**src/rtl/mem_access_ctrl.sv**
```systemverilog
// Pipeline-side initiator for mem_system: latches one read/write, holds the memory request
// until done, stalls the pipeline, absorbs flushes, and flags protocol errors and hangs.
module mem_access_ctrl #(
  parameter int unsigned DATA_W  = 16,
  parameter int unsigned TIMEOUT = 63,
  parameter int unsigned CNT_W   = 16
) (
  input  logic              clk,
  input  logic              rst,
  input  logic              pipe_rd,
  input  logic              pipe_wr,
  input  logic [DATA_W-1:0] pipe_addr,
  input  logic [DATA_W-1:0] pipe_wdata,
  input  logic              pipe_flush,
  output logic              pipe_stall,
  output logic [DATA_W-1:0] pipe_rdata,
  output logic              pipe_rvalid,
  output logic              pipe_hit,
  output logic              pipe_err,
  output logic              mem_rd,
  output logic              mem_wr,
  output logic [DATA_W-1:0] mem_addr,
  output logic [DATA_W-1:0] mem_wdata,
  input  logic [DATA_W-1:0] mem_dataout,
  input  logic              mem_done,
  input  logic              mem_stall,
  input  logic              mem_hit,
  input  logic              mem_err,
  output logic [CNT_W-1:0]  hit_cnt,
  output logic [CNT_W-1:0]  miss_cnt
);

  typedef enum logic [2:0] {
    StIdle  = 3'd0,
    StBusy  = 3'd1,
    StDrain = 3'd2,
    StResp  = 3'd3,
    StErr   = 3'd4
  } state_e;

  // Last value the timeout counter may hold while still waiting for mem_done.
  localparam logic [7:0] ToLast = 8'(TIMEOUT - 1);

  state_e state_q, state_d;

  logic              op_rd_q;
  logic              op_wr_q;
  logic [DATA_W-1:0] addr_q;
  logic [DATA_W-1:0] wdata_q;
  logic [DATA_W-1:0] rdata_q;
  logic              hit_q;
  logic              resp_rd_q;
  logic [7:0]        to_cnt_q;
  logic [CNT_W-1:0]  hit_cnt_q;
  logic [CNT_W-1:0]  miss_cnt_q;

  logic req;
  logic req_ok;
  logic req_bad;
  logic can_accept;
  logic accept;
  logic in_access;
  logic timed_out;
  logic unused_mem_stall;

  // mem_stall is informational only; the handshake is driven purely by mem_done.
  assign unused_mem_stall = mem_stall;

  assign req        = pipe_rd | pipe_wr;
  assign req_ok     = req & ~pipe_flush & ~(pipe_rd & pipe_wr);
  assign req_bad    = pipe_rd & pipe_wr & ~pipe_flush;
  assign can_accept = (state_q == StIdle) | (state_q == StResp);
  assign accept     = can_accept & req_ok;
  assign in_access  = (state_q == StBusy) | (state_q == StDrain);
  assign timed_out  = in_access & ~mem_done & (to_cnt_q == ToLast);

  // State register
  always_ff @(posedge clk or negedge rst) begin
    if (!rst) begin
      state_q <= StIdle;
    end else begin
      state_q <= state_d;
    end
  end

  // Next-state logic
  always_comb begin
    state_d = state_q;
    unique case (state_q)
      StIdle, StResp: begin
        if (req_bad) begin
          state_d = StErr;
        end else if (req_ok) begin
          state_d = StBusy;
        end else begin
          state_d = StIdle;
        end
      end
      StBusy: begin
        if (mem_err) begin
          state_d = StErr;
        end else if (mem_done) begin
          state_d = StResp;
        end else if (timed_out) begin
          state_d = StErr;
        end else if (pipe_flush) begin
          // The cache is mid-sequence, so the access runs to completion and is discarded.
          state_d = StDrain;
        end
      end
      StDrain: begin
        if (mem_err) begin
          state_d = StErr;
        end else if (mem_done) begin
          state_d = StIdle;
        end else if (timed_out) begin
          state_d = StErr;
        end
      end
      StErr: begin
        state_d = StErr;
      end
      default: begin
        state_d = StErr;
      end
    endcase
  end

  // Request latch, response capture and timeout counter
  always_ff @(posedge clk or negedge rst) begin
    if (!rst) begin
      op_rd_q   <= 1'b0;
      op_wr_q   <= 1'b0;
      addr_q    <= '0;
      wdata_q   <= '0;
      rdata_q   <= '0;
      hit_q     <= 1'b0;
      resp_rd_q <= 1'b0;
      to_cnt_q  <= '0;
    end else begin
      if (accept) begin
        op_rd_q  <= pipe_rd;
        op_wr_q  <= pipe_wr;
        addr_q   <= pipe_addr;
        wdata_q  <= pipe_wdata;
        to_cnt_q <= '0;
      end else if (in_access && to_cnt_q != 8'hFF) begin
        to_cnt_q <= to_cnt_q + 8'd1;
      end
      if (state_q == StBusy && mem_done) begin
        hit_q     <= mem_hit;
        // A flush in the completion cycle still completes, but the read is not reported.
        resp_rd_q <= op_rd_q & ~pipe_flush;
        if (op_rd_q) begin
          rdata_q <= mem_dataout;
        end
      end
    end
  end

  // Saturating hit/miss statistics, counted for every completion including drained ones
  always_ff @(posedge clk or negedge rst) begin
    if (!rst) begin
      hit_cnt_q  <= '0;
      miss_cnt_q <= '0;
    end else if (in_access && mem_done) begin
      if (mem_hit) begin
        if (hit_cnt_q != '1) begin
          hit_cnt_q <= hit_cnt_q + CNT_W'(1);
        end
      end else begin
        if (miss_cnt_q != '1) begin
          miss_cnt_q <= miss_cnt_q + CNT_W'(1);
        end
      end
    end
  end

  // Output logic
  always_comb begin
    pipe_stall  = 1'b0;
    pipe_rvalid = 1'b0;
    pipe_hit    = 1'b0;
    pipe_err    = 1'b0;
    mem_rd      = 1'b0;
    mem_wr      = 1'b0;
    unique case (state_q)
      StIdle: begin
        pipe_stall = req & ~pipe_flush;
      end
      StBusy, StDrain: begin
        pipe_stall = 1'b1;
        mem_rd     = op_rd_q;
        mem_wr     = op_wr_q;
      end
      StResp: begin
        pipe_stall  = req & ~pipe_flush;
        pipe_rvalid = resp_rd_q;
        pipe_hit    = hit_q;
      end
      StErr: begin
        pipe_stall = 1'b1;
        pipe_err   = 1'b1;
      end
      default: begin
        pipe_stall = 1'b1;
      end
    endcase
  end

  assign mem_addr   = addr_q;
  assign mem_wdata  = wdata_q;
  assign pipe_rdata = rdata_q;
  assign hit_cnt    = hit_cnt_q;
  assign miss_cnt   = miss_cnt_q;

endmodule

```
**config.mk**
```make
export PLATFORM = sky130hd
export DESIGN_NAME = mem_access_ctrl
export DESIGN_NICKNAME = d
export VERILOG_FILES = /design/src/rtl/mem_access_ctrl.sv
export SDC_FILE = /design/constraint.sdc
export NUM_CORES = 1
export LEC_CHECK = 0
export ABC_AREA = 0
export ABC_CLOCK_PERIOD_IN_PS = 2250
export CAP_MARGIN = 5
export CORE_AREA = 2 2 133 135
export CTS_CLUSTER_DIAMETER = 100
export CTS_CLUSTER_SIZE = 24
export DETAILED_ROUTE_END_ITERATION = 8
export DIE_AREA = 0 0 135 137
export HOLD_SLACK_MARGIN = 0.15
export SLEW_MARGIN = 20
export SYNTH_ARGS = -nofsm -noshare
export SYNTH_HDL_FRONTEND = slang
export SYNTH_SLANG_ARGS = --single-unit
```
**constraint.sdc**
```tcl
create_clock -name clk -period 2.25 [get_ports clk]
set_input_delay 0.5625 -clock clk [delete_from_list [all_inputs] [get_ports clk]]
set_output_delay 0.5625 -clock clk [all_outputs]
set_load 0.01 [all_outputs]
```
==> metrics.log <==
INFO  metric finalSetupViolCount = 0
INFO  metric ys_ff_latch = 95
INFO  metric syn_inst = 338
INFO  metric vias_per_cell = 4.326
INFO  metric first_global_vias = 3301
INFO  metric p_leak = 2.790 nW
INFO  metric critPathKind = flop to primary output
INFO  metric most-common-layout-cells = 134 x clkdlybuf4s50_1, 95 x dfrtp_1, 47 x mux2_2, 26 x buf_4, 23 x xnor2_1
INFO  metric design_power_total = 3.495 mW
INFO  metric cts_made_buffers = 9
INFO  metric worst_pin_slew = 0.4886 ns
INFO  metric layout_worst_path_cycle_share = 94.40%
INFO  metric route.antenna.remaining_nets = 0
INFO  metric master_cell_of_the_clock_root_buffer = clkbuf_16
INFO  metric synthesis.area = 4204 um^2
INFO  metric fmax = 470.8 MHz
INFO  metric synth.area.top_cells = dfrtp_1 57%, mux2_2 13%, xnor2_1 4.8%
INFO  metric maxCapViolations = 0
INFO  metric tritoncts_clock_tree = yes
INFO  metric grt_use_met3 = 3.519%
INFO  metric synth_top_area_cell = dfrtp_1
INFO  metric layout_cell_area_excl_fill = 6377 um^2
INFO  metric skew = 0.006369 ns
INFO  metric seqCellArea = 2377 um^2
INFO  metric yosys_warnings = 0
INFO  metric critical_path_arrival = 1.56 ns
INFO  metric regToRegEndpoint = mem_addr[8]
INFO  metric portBuffers = 141
INFO  metric layout-area-overhead-vs-synth = 51.70%
INFO  metric post-route-drc-count = 0
INFO  metric dpl-instance-area = 6073 um^2
INFO  metric cts_hold_buf = 0
INFO  metric edff_count_synth = 0
INFO  metric nets = 570
INFO  metric synth.net_count = 399
INFO  metric worst_setup_path_start_kind = flop
INFO  metric die_area = 18500 um^2
INFO  metric place_hpwl = 7686 um
INFO  metric reg2reg_depth = 6
INFO  metric vias = 3197
INFO  metric synth_top_area_share = 56.55%
INFO  metric drt_pass1_iterations = 4
INFO  metric initial_standard_cell_utilization_of_the_core = 24.65%
INFO  metric globalRoute.busiestLayer = met2
INFO  metric synthesis.area_per_instance = 12.44 um^2
INFO  metric finalCriticalPeriod = 2.124 ns
INFO  metric regToRegSetupSlack = 0.14 ns
INFO  metric use_met1 = 13.87%
INFO  metric drt_first_iter_violations = 90
INFO  metric diodes = 0
INFO  metric irDropWorstVdd = 0.3247 mV
INFO  metric slew_headroom = 67.16%
INFO  metric clk_pin_slew_worst_paths = 0.06 ns
INFO  metric critPathCaptureType = primary output
INFO  metric globalplace.congestion = 0.7701
INFO  metric placement.setup.worst_slack = -0.1524 ns
INFO  metric layout.filler_cells = 1687
INFO  metric rsz_0062_raised_after_global_routing = no
INFO  metric layout_commonest_cell = clkdlybuf4s50_1
INFO  metric async_reset_ff_share = 100.0%
INFO  metric worst-path-max-fanout = 6
INFO  metric maximum_number_of_pins_on_one_net_before_global_route_repair = 51
INFO  metric clock_tree.htree_level_count = 3
INFO  metric chipWidth = 135 um
INFO  metric dp_cells = 721
INFO  metric grt_overflow_total = 0
INFO  metric clk_latency = 0.34 ns
INFO  metric timing.final.hold_violations = 0
INFO  metric finalMaxSlewViolations = 0
INFO  metric fin_ws = 0.1259 ns
INFO  metric clock_path_buffers = 2
INFO  metric finish.utilization = 37.39%
INFO  metric multiInputGateArea = 1758 um^2
INFO  metric drive_above_1_share = 20.23%
INFO  metric number_of_standard_cell_rows_in_the_floorplan = 48
INFO  metric worstReg2RegStart = state_q[1]
INFO  metric ys_seq_area_share = 56.55%
INFO  metric antenna_found_initial = 0
INFO  metric die_height = 137 um
INFO  metric drt_wl_total = 10310 um
INFO  metric synth_top_flop_cell = dfrtp_1
INFO  metric finish.cell_count_without_fillers = 739
INFO  metric routed_len_inst = 13.95 um
INFO  metric floorplan.core_area = 17060 um^2
INFO  metric outcome = complete, no violations
INFO  metric gr-usage-all-layers = 11.28%
INFO  metric synth_cell_types = 46
INFO  metric power.density = 548.0 nW/um^2
INFO  metric grt_first_pass_wirelength = 16340 um
INFO  metric clock_sink_count = 95
INFO  metric worst_hold_path_type = input pin to async pin
INFO  metric worst-endpoint-required = 1.69 ns
INFO  metric ioPinCount = 143
INFO  metric grt_use_met2 = 18.39%
-- power by group --
part | switching (mW) | internal [mW]
clock network | 0.644 | 0.782
registers | 0.0262 | 1.75
logic | 0.111 | 0.184
-- worst max path at each step --
stage | from | to
floorplan | pipe_flush | mem_addr[14]
global placement | pipe_flush | mem_addr[0]
CTS | state_q[1] | pipe_hit
detailed placement | pipe_flush | mem_addr[11]
global route | state_q[1] | pipe_hit
finish | state_q[1] | pipe_hit
-- registers in the layout, summed over array words and instances, names as in the netlist --
| name | count |
|---|---|
| resp_rd_q | 1 |
| to_cnt_q | 8 |
| hit_q | 1 |
| op_rd_q | 1 |
| hit_cnt | 16 |
| miss_cnt | 16 |
| op_wr_q | 1 |
| mem_wdata | 16 |
| pipe_rdata | 16 |
| state_q | 3 |
| mem_addr | 16 |
-- what timing repair did --
item / in CTS / in global routing
resized for setup: 8 / 2
pin swaps: 1 / 0
setup buffers: 2 / 0
setup endpoints to repair: 6 / 1
hold endpoints to repair: 0 / 0
-- synth_stat cells (3+ instances only) --
| cell | instances |
|---|---|
| nand2_1 | 18 |
| xnor2_1 | 23 |
| a21oi_1 | 6 |
| o21ai_0 | 9 |
| nand2b_1 | 3 |
| nor4_1 | 3 |
| mux2_2 | 47 |
| buf_4 | 6 |
| inv_1 | 9 |
| ha_1 | 4 |
| mux2_1 | 4 |
| xor2_1 | 13 |
| dfrtp_1 | 95 |
| nand4_1 | 13 |
| or3_1 | 3 |
| nor3_1 | 11 |
| and3_1 | 6 |
| nand3_1 | 13 |
| nor2_1 | 19 |
-- metrics by stage --
stage                     hold slack, ns  TNS, ns
after global routing              0.1636        0
after CTS                         0.1550        0
after floorplan                   0.2669        0
after detailed placement          0.4768   -4.589
after global placement            0.4656   -3.787
final                             0.1499        0
-- routing by layer --
metal / vias to the layer above / share of wire [%]
met5: - / 0
met4: 0 / 1.4
met3: 9 / 7.8
met2: 104 / 46
met1: 1545 / 44
li1: 1539 / -
-- kinds of logic (layout without fill, tap and decap cells) --
kind of cell	after synthesis	in the layout	synth area share, %
and+or+nand+nor	108	108	14.85
muxes	52	52	13.90
adders and majority gates	4	4	1.191
buffers and inverters	18	194	2.202
AOI/OAI and AO/OA	25	25	3.809
DFF	95	95	56.55
xor gates and xnor gates	36	36	7.500
-- cell type report --
type	instances	area share, %
Timing Repair Buffer	169	25.86
Inverter	9	0.5297
Clock inverter	4	0.4905
Clock buffer	12	3.865
Sequential cell	95	37.28
Multi-Input combinational cell	225	27.57
Tap cell	225	4.414
-- worst max-delay path: stages (launching register included) --
cell,delay [ns]
dfrtp_1,0.44
buf_4,0.17
nand2_1,0.07
nor3b_1,0.23
dlygate4sd1_1,0.31
No activity file was read; power rests on OpenSTA's default activity.
